--- config.mk ---
export PLATFORM = sky130hd
export DESIGN_NAME = sramlike_bus_arbiter
export DESIGN_NICKNAME = d
export VERILOG_FILES = /design/src/rtl/sramlike_bus_arbiter_pkg.sv /design/src/rtl/sramlike_bus_arbiter_arb_pick.sv /design/src/rtl/sramlike_bus_arbiter.sv
export SDC_FILE = /design/constraint.sdc
export NUM_CORES = 1
export LEC_CHECK = 0
export CORE_MARGIN = 2
export CORE_UTILIZATION = 29
export CTS_CLUSTER_SIZE = 12
export DETAILED_ROUTE_END_ITERATION = 10
export PLACE_DENSITY = 0.69
export SLEW_MARGIN = 10
export SYNTH_ARGS = -nofsm -noshare
export SYNTH_HDL_FRONTEND = slang
export SYNTH_HIERARCHICAL = 1
export SYNTH_SLANG_ARGS = --single-unit
--- constraint.sdc ---
create_clock -name clk -period 2.13 [get_ports clk]
set_input_delay 0.426 -clock clk [delete_from_list [all_inputs] [get_ports clk]]
set_output_delay 0.426 -clock clk [all_outputs]
set_load 0.02 [all_outputs]
--- src/rtl/sramlike_bus_arbiter_pkg.sv ---
// Shared types for the inst/data sram-like bus arbiter: FSM encoding, grant
// codes, master command payload and the streak update rule.
package sramlike_bus_arbiter_pkg;

  localparam int unsigned STREAK_W = 4;
  localparam int unsigned ADDR_W   = 32;
  localparam int unsigned DATA_W   = 32;

  typedef enum logic [1:0] {
    ARB_IDLE = 2'd0,
    ARB_ADDR = 2'd1,
    ARB_DATA = 2'd2
  } arb_state_e;

  localparam logic GNT_INST = 1'b0;
  localparam logic GNT_DATA = 1'b1;

  typedef struct packed {
    logic              wr;
    logic [1:0]        size;
    logic [ADDR_W-1:0] addr;
    logic [DATA_W-1:0] wdata;
  } sram_cmd_t;

  // Data wins over a waiting inst bump the streak (saturating); anything else clears it.
  function automatic logic [STREAK_W-1:0] streak_next(
    input logic [STREAK_W-1:0] cur,
    input logic [STREAK_W-1:0] max_v,
    input logic                data_win,
    input logic                inst_pending
  );
    if (data_win && inst_pending) begin
      return (cur >= max_v) ? max_v : cur + STREAK_W'(1);
    end
    return '0;
  endfunction

endpackage

--- src/rtl/sramlike_bus_arbiter_arb_pick.sv ---
// Winner selection: data has priority unless inst has waited out a full
// streak of data grants.
module sramlike_bus_arbiter_arb_pick
  import sramlike_bus_arbiter_pkg::*;
#(
  parameter int unsigned MAX_STREAK = 4
) (
  input  logic                inst_req,
  input  logic                data_req,
  input  logic [STREAK_W-1:0] streak,
  output logic                win_c
);

  logic starved_c;

  always_comb begin
    starved_c = inst_req && (streak == STREAK_W'(MAX_STREAK));
    win_c     = (data_req && !starved_c) ? GNT_DATA : GNT_INST;
  end

endmodule

--- src/rtl/sramlike_bus_arbiter.sv ---
// Shares one sram-like master port between the CPU inst and data requesters,
// one outstanding transaction, with back-to-back re-arbitration from DATA.
module sramlike_bus_arbiter
  import sramlike_bus_arbiter_pkg::*;
#(
  parameter int unsigned MAX_STREAK = 4
) (
  input  logic              clk,
  input  logic              rst,
  input  logic              inst_req,
  input  logic              inst_wr,
  input  logic [1:0]        inst_size,
  input  logic [ADDR_W-1:0] inst_addr,
  input  logic [DATA_W-1:0] inst_wdata,
  output logic              inst_addr_ok,
  output logic              inst_data_ok,
  output logic [DATA_W-1:0] inst_rdata,
  input  logic              data_req,
  input  logic              data_wr,
  input  logic [1:0]        data_size,
  input  logic [ADDR_W-1:0] data_addr,
  input  logic [DATA_W-1:0] data_wdata,
  output logic              data_addr_ok,
  output logic              data_data_ok,
  output logic [DATA_W-1:0] data_rdata,
  output logic              m_req,
  output logic              m_wr,
  output logic [1:0]        m_size,
  output logic [ADDR_W-1:0] m_addr,
  output logic [DATA_W-1:0] m_wdata,
  input  logic              m_addr_ok,
  input  logic              m_data_ok,
  input  logic [DATA_W-1:0] m_rdata,
  output logic              grant,
  output logic              busy
);

  arb_state_e          state_q, state_d;
  logic                grant_q, grant_d;
  logic [STREAK_W-1:0] streak_q, streak_d;
  logic                m_req_q, m_req_d;
  logic                busy_q, busy_d;
  sram_cmd_t           cmd_q, cmd_d;
  sram_cmd_t           inst_cmd_c, data_cmd_c;
  logic                win_c, arbitrate_c, addr_hit_c, data_hit_c;

  assign inst_cmd_c = '{wr: inst_wr, size: inst_size, addr: inst_addr, wdata: inst_wdata};
  assign data_cmd_c = '{wr: data_wr, size: data_size, addr: data_addr, wdata: data_wdata};

  sramlike_bus_arbiter_arb_pick #(
    .MAX_STREAK(MAX_STREAK)
  ) u_arb_pick (
    .inst_req(inst_req),
    .data_req(data_req),
    .streak  (streak_q),
    .win_c   (win_c)
  );

  // Slave handshakes only count in the phase that expects them.
  assign addr_hit_c = (state_q == ARB_ADDR) && m_addr_ok;
  assign data_hit_c = (state_q == ARB_DATA) && m_data_ok;

  always_comb begin
    state_d     = state_q;
    grant_d     = grant_q;
    streak_d    = streak_q;
    cmd_d       = cmd_q;
    arbitrate_c = 1'b0;
    case (state_q)
      ARB_IDLE: arbitrate_c = inst_req || data_req;
      ARB_ADDR: if (addr_hit_c) state_d = ARB_DATA;
      ARB_DATA: begin
        if (data_hit_c) begin
          if (inst_req || data_req) arbitrate_c = 1'b1;
          else                      state_d     = ARB_IDLE;
        end
      end
      default: state_d = ARB_IDLE;
    endcase
    // Requesters hold fields until addr_ok, so capturing at grant is exact.
    if (arbitrate_c) begin
      state_d  = ARB_ADDR;
      grant_d  = win_c;
      cmd_d    = (win_c == GNT_DATA) ? data_cmd_c : inst_cmd_c;
      streak_d = streak_next(streak_q, STREAK_W'(MAX_STREAK), win_c == GNT_DATA, inst_req);
    end
    m_req_d = (state_d == ARB_ADDR);
    busy_d  = (state_d != ARB_IDLE);
  end

  always_ff @(posedge clk) begin
    if (!rst) begin
      state_q  <= ARB_IDLE;
      grant_q  <= GNT_INST;
      streak_q <= '0;
      m_req_q  <= 1'b0;
      busy_q   <= 1'b0;
      cmd_q    <= '0;
    end else begin
      state_q  <= state_d;
      grant_q  <= grant_d;
      streak_q <= streak_d;
      m_req_q  <= m_req_d;
      busy_q   <= busy_d;
      cmd_q    <= cmd_d;
    end
  end

  assign m_req   = m_req_q;
  assign m_wr    = cmd_q.wr;
  assign m_size  = cmd_q.size;
  assign m_addr  = cmd_q.addr;
  assign m_wdata = cmd_q.wdata;
  assign grant   = grant_q;
  assign busy    = busy_q;

  assign inst_addr_ok = addr_hit_c && (grant_q == GNT_INST);
  assign data_addr_ok = addr_hit_c && (grant_q == GNT_DATA);
  assign inst_data_ok = data_hit_c && (grant_q == GNT_INST);
  assign data_data_ok = data_hit_c && (grant_q == GNT_DATA);
  assign inst_rdata   = m_rdata;
  assign data_rdata   = m_rdata;

endmodule

=== Word level (Yosys, flattened, before mapping) ===
Index checks and enable logic that the tools add are counted.

* Bits in registers: 76
* Input bits: 172
* Output and inout bits: 138
* Logic and storage cells: 44

* $add $sub $neg: 1
* Order comparisons: 1
* Equal/unequal tests: 4
* Muxes and demuxes: 15
* Bitwise gates (word level): 1
* Reductions and logical operators: 13

{| class="wikitable"
|+ Operators by type and width
! operator !! count
|-
| two-way mux 67 bit || 1
|-
| two-way mux 4 bit || 3
|-
| logical AND 1 bit || 9
|-
| two-way mux 2 bit || 4
|-
| case mux 2 bit (3 select lines) || 1
|-
| two-way mux 1 bit || 5
|-
| adder 4 x 1 -> 4 bit (second input constant) || 1
|-
| == test 2 x 1 -> 1 bit (second input constant) || 2
|-
| == test 4 x 3 -> 1 bit (second input constant) || 1
|-
| >= comparator 4 x 3 -> 1 bit (second input constant) || 1
|-
| == test 2 bit (second input constant) || 1
|-
| logical NOT 2 bit || 1
|-
| case mux 1 bit (2 select lines) || 1
|-
| nonzero test 2 bit || 1
|-
| logical NOT 1 bit || 1
|-
| logical OR 1 bit || 1
|-
| NOT 1 bit || 1
|}

=== Longest topological paths before layout ===
* Depth in word-level cells: 9
* Mapped depth: 8
* Gate-level depth less buffers: 5

=== Modules after synthesis ===
Netlist, hierarchy kept.

{| class="wikitable"
|+ Modules (own cells, without submodules)
! module !! instances !! cells each !! area each (um^2) !! sequential area each (um^2)
|-
| sramlike_bus_arbiter || 1 || 478 || 4346.7 || 1521.5
|-
| sramlike_bus_arbiter_arb_pick || 1 || 2 || 22.5 || 0.0
|}

=== Worst setup path before layout ===
OpenSTA, ideal clock, no wires.

* Path type: in2reg
* Start point: input inst_req
* End point: register cmd_q, in the netlist m_wdata[12]
* Library setup time: 0.119 ns
* Arrival: 1.698 ns
* Required time: 2.011 ns
* Slack: 0.312 ns
* Stages on the path: 8
* Buffers on the path: 3
* Cell sequence: nor4b_2 -> a21boi_1 -> clkbuf_1 -> buf_2 -> buf_4 -> mux2_1 -> nand2_1 -> mux2i_1

* Cells in the longest elaborated chain, start to end: 5
* Elaborated cells on any way between the ends: 9
* Those cells by class: mux (5); reduce/logical (4)

{| class="wikitable"
|+ Ends and longest elaborated chain
! element !! RTL line !! RTL
|-
| from (decl) || sramlike_bus_arbiter.sv:10 || <nowiki>input logic inst_req,</nowiki>
|-
| logical AND 1 bit || sramlike_bus_arbiter_arb_pick.sv:17 || <nowiki>starved_c = inst_req && (streak == STREAK_W'(MAX_STREAK));</nowiki>
|-
| logical NOT 1 bit || sramlike_bus_arbiter_arb_pick.sv:18 || <nowiki>win_c = (data_req && !starved_c) ? GNT_DATA : GNT_INST;</nowiki>
|-
| logical AND 1 bit || sramlike_bus_arbiter_arb_pick.sv:18 ||
|-
| two-way mux 1 bit || sramlike_bus_arbiter_arb_pick.sv:18 ||
|-
| via win_c || sramlike_bus_arbiter.sv:45 || <nowiki>logic win_c, arbitrate_c, addr_hit_c, data_hit_c;</nowiki>
|-
| two-way mux 67 bit || sramlike_bus_arbiter.sv:84 || <nowiki>cmd_d = (win_c == GNT_DATA) ? data_cmd_c : inst_cmd_c;</nowiki>
|-
| to (signal assigned) || sramlike_bus_arbiter.sv:105 || <nowiki>cmd_q <= cmd_d;</nowiki>
|-
| to (decl) || sramlike_bus_arbiter.sv:43 || <nowiki>sram_cmd_t cmd_q, cmd_d;</nowiki>
|}

The timed path passes the listed nets, and every way through them passes these cells.
A chain may end at the register's enable or synchronous reset.

=== Worst setup path after layout ===
* Start point: register state_q[0]
* End point: output data_addr_ok

* Cells in the longest elaborated chain, start to end: 3

{| class="wikitable"
|+ Ends and longest elaborated chain
! element !! RTL line !! RTL
|-
| from (decl) || sramlike_bus_arbiter.sv:38 || <nowiki>arb_state_e state_q, state_d;</nowiki>
|-
| from (signal assigned) || sramlike_bus_arbiter.sv:100 || <nowiki>state_q <= state_d;</nowiki>
|-
| == test 2 x 1 -> 1 bit || sramlike_bus_arbiter.sv:60 || <nowiki>assign addr_hit_c = (state_q == ARB_ADDR) && m_addr_ok;</nowiki>
|-
| logical AND 1 bit || sramlike_bus_arbiter.sv:60 ||
|-
| logical AND 1 bit || sramlike_bus_arbiter.sv:118 || <nowiki>assign data_addr_ok = addr_hit_c && (grant_q == GNT_DATA);</nowiki>
|-
| to (decl) || sramlike_bus_arbiter.sv:23 || <nowiki>output logic data_addr_ok,</nowiki>
|}

Every way passes these cells.

==> metrics.md <==
| Metric | Value |
|---|---|
| Die W | `127 um` |
| PwrDens | `716 nW/um^2` |
| Gr usage total | `0.137` |
| Synth warn | `6` |
| Logic pwr share | `0.257` |
| WS Path Type | `flop to primary output` |
| DP Area | `6220 sq um` |
| Core Area | `14600 sq um` |
| Largest net degree at the start of global routing | `59` |
| Fin area | `6590 sq um` |
| WL/cell | `14.0 um` |
| Nature of the critical path startpoint | `flop` |
| Minimum clock period | `1.86 ns` |
| I/O Pins | `310` |
| Required @ worst endpoint | `1.70 ns` |
| H-tree depth | `3` |
| Nets | `791` |
| Final hold viol count | `0` |
| Sequential cell area fraction in the yosys report | `0.348` |
| Outcome | `finished, final reports clean` |
| Clock Pin Slew Worst Setup and Hold Paths | `0.06 ns` |
| Most common cell after layout, fill and taps aside | `clkdlybuf4s50_1` |
| Std cell rows | `44` |
| Post-DR vias/cell | `4.49` |
| Max cap viols | `0` |
| Crit path capture type | `primary output` |
| Detail Placement HPWL | `8540 um` |
| Share of cells above drive strength 1 | `0.130` |
| Worst setup margin | `0.269 ns` |
| #FFs+latches synth | `76` |
| Yosys cell types | `26` |
| Post-Place Worst Slack | `-0.0473 ns` |
| Net load switching power | `1160 uW` |
| 1st-iter DRT viols | `92` |
| Cells after DPL | `791` |
| Final wirelength | `11300 um` |
| Internal power | `3550 uW` |
| Non-Filler Instances | `807` |
| Worst endpoint data arrival time | `1.43 ns` |
| Peak VDD IR | `299 uV` |
| Sequential Power Share | `0.346` |
| Cells after synthesis | `480` |
| Die H | `127 um` |
| Top achievable clock speed | `0.537 GHz` |
| Remaining Overflow, GRT | `0` |
| Synthesized area per cell | `9.10 sq um` |
| Clock skew | `0.00358 ns` |
| Layout area overhead | `50.9%` |
| First-pass GRT wire length | `17700 um` |
| Clk buf depth | `2` |
| Input/output buffers | `213` |
| Initial Utilization | `0.298` |
| TritonCTS clock tree | `built` |
| # clock sinks | `76` |
| Least-Margin Pin Slew | `0.388 ns` |
| Vias | `3620` |
| Maximum fanout along the worst path | `5` |
| Rel. slew slack | `0.741` |
| Min-delay worst type | `flop to flop` |
| Number of setup violations in the final report | `0` |
| Final cycle utilization of the critical path | `0.874` |
| Gpl congestion | `0.776` |
| CTS Buf Count | `9` |
| Clock share of power | `0.397` |
| Sw Share | `0.247` |
| Residual DRC | `0` |
| Ant diodes | `0` |
| Root Driver | `clkbuf_16` |
| Drt pass-1 iters | `4` |
| Vias in the first global route | `3766` |
| Most frequent cells in the layout | `208 x clkdlybuf4s50_1, 141 x nand2_1, 76 x dfxtp_1` |
| Worst skew pair latency | `0.33 ns` |
| Final Max Tran Viols | `0` |
| P_leak | `0.00271 uW` |
| RSZ-0062 raised after global routing | `no` |
| Die area | `16100 sq um` |
| Syn_nets | `653` |
| Initial antenna violation count | `0` |
| Synthesized cell area | `4370 sq um` |
| Post-DRT Antenna Nets | `0` |
## cell usage after synthesis
cell type,n,area (sq um)
nor4b_2,1,15.0
nor2_1,5,18.8
inv_1,1,3.75
nand2_1,141,529
nand4_1,1,6.26
ha_1,1,12.5
nor4b_1,1,8.76
o21a_1,1,7.51
o221a_1,1,11.3
buf_6,7,78.8
nand2b_1,2,12.5
mux2i_1,70,701
or3_1,1,6.26
buf_2,7,35.0
clkbuf_1,18,67.6
buf_4,65,488
and3_1,3,18.8
a21boi_1,3,22.5
and2_1,1,6.26
a22oi_1,1,7.51
nor4_1,1,6.26
mux2_2,50,563
nor2b_1,4,25.0
dfxtp_1,76,1520
a21oi_1,1,5.00
mux2_1,17,191
## power groups by stage
stage               clock network [uW]  registers (uW)  logic [uW]
floorplan                            0            1820         634
global placement                     0            1660        1210
detailed placement                   0            1660        1230
CTS                               1930            1630        1230
global route                      2000            1650        1300
finish                            1870            1630        1210
## state kept, by name (all words and copies together), names as in the netlist
signal / count
m_wr: 1
m_addr: 32
m_size: 2
streak_q: 4
m_wdata: 32
grant: 1
m_req: 1
state_q: 2
busy: 1
## final cells by class
class	instances	area, sq um
clock inverters	4	120
repair buffers	224	2270
multi-input cells	306	2200
clock buffers	12	246
fillers	1395	8050
well taps	184	230
flip-flops and latches	76	1520
inverters	1	3.75
## final timing paths
kind	startpoint	to	slack, ns	depth (start not counted)
worst max-delay path	state_q[0]	data_addr_ok	0.27	3
worst min-delay path	m_addr[30]	m_addr[30]	0.45	2
worst max register to register	streak_q[1]	m_wdata[23]	0.50	6
worst min register to register	m_addr[30]	m_addr[30]	0.45	2
## routing by layer
layer  global-route usage  vias to the layer above  share of wire
met2                0.239                      161           0.49
met1                0.140                     1632           0.38
met5                    0                        -              0
li1                     -                     1790              -
met4               0.0776                        0          0.030
met3               0.0536                       37          0.098
## repair_timing
item / CTS / global route
resized for setup: 5 / 1
buffers inserted: 0 / 0
endpoints found under the setup margin: 4 / 1
hold buffers: 0 / 0
## through the flow
step / util / setup TNS, ns / power [uW] / hold slack, ns
detailed placement: 0.425 / -0.898 / 2890 / 0.452
finish: 0.450 / 0 / 4720 / 0.455
global route: 0.450 / 0 / 4940 / 0.471
floorplan: - / 0 / 2450 / 0.467
global placement: 0.425 / -0.0245 / 2860 / 0.444
CTS: 0.450 / 0 / 4800 / 0.458
## logic make-up after synthesis
kind of cell	share of synthesized area
adder cells (fa/ha/maj)	0.00286
buffers and inverters	0.154
multiplexers	0.333
flip-flops	0.348
AO/OA/AOI/OAI	0.0123
AND/OR/NAND/NOR	0.149
## critical path, stage by stage (launching register included)
cell and delay [ns]:
dfxtp_1 0.40, nor2b_2 0.22, and3_1 0.16, dlygate4sd2_1 0.32
(Power assumes the default switching activity.)
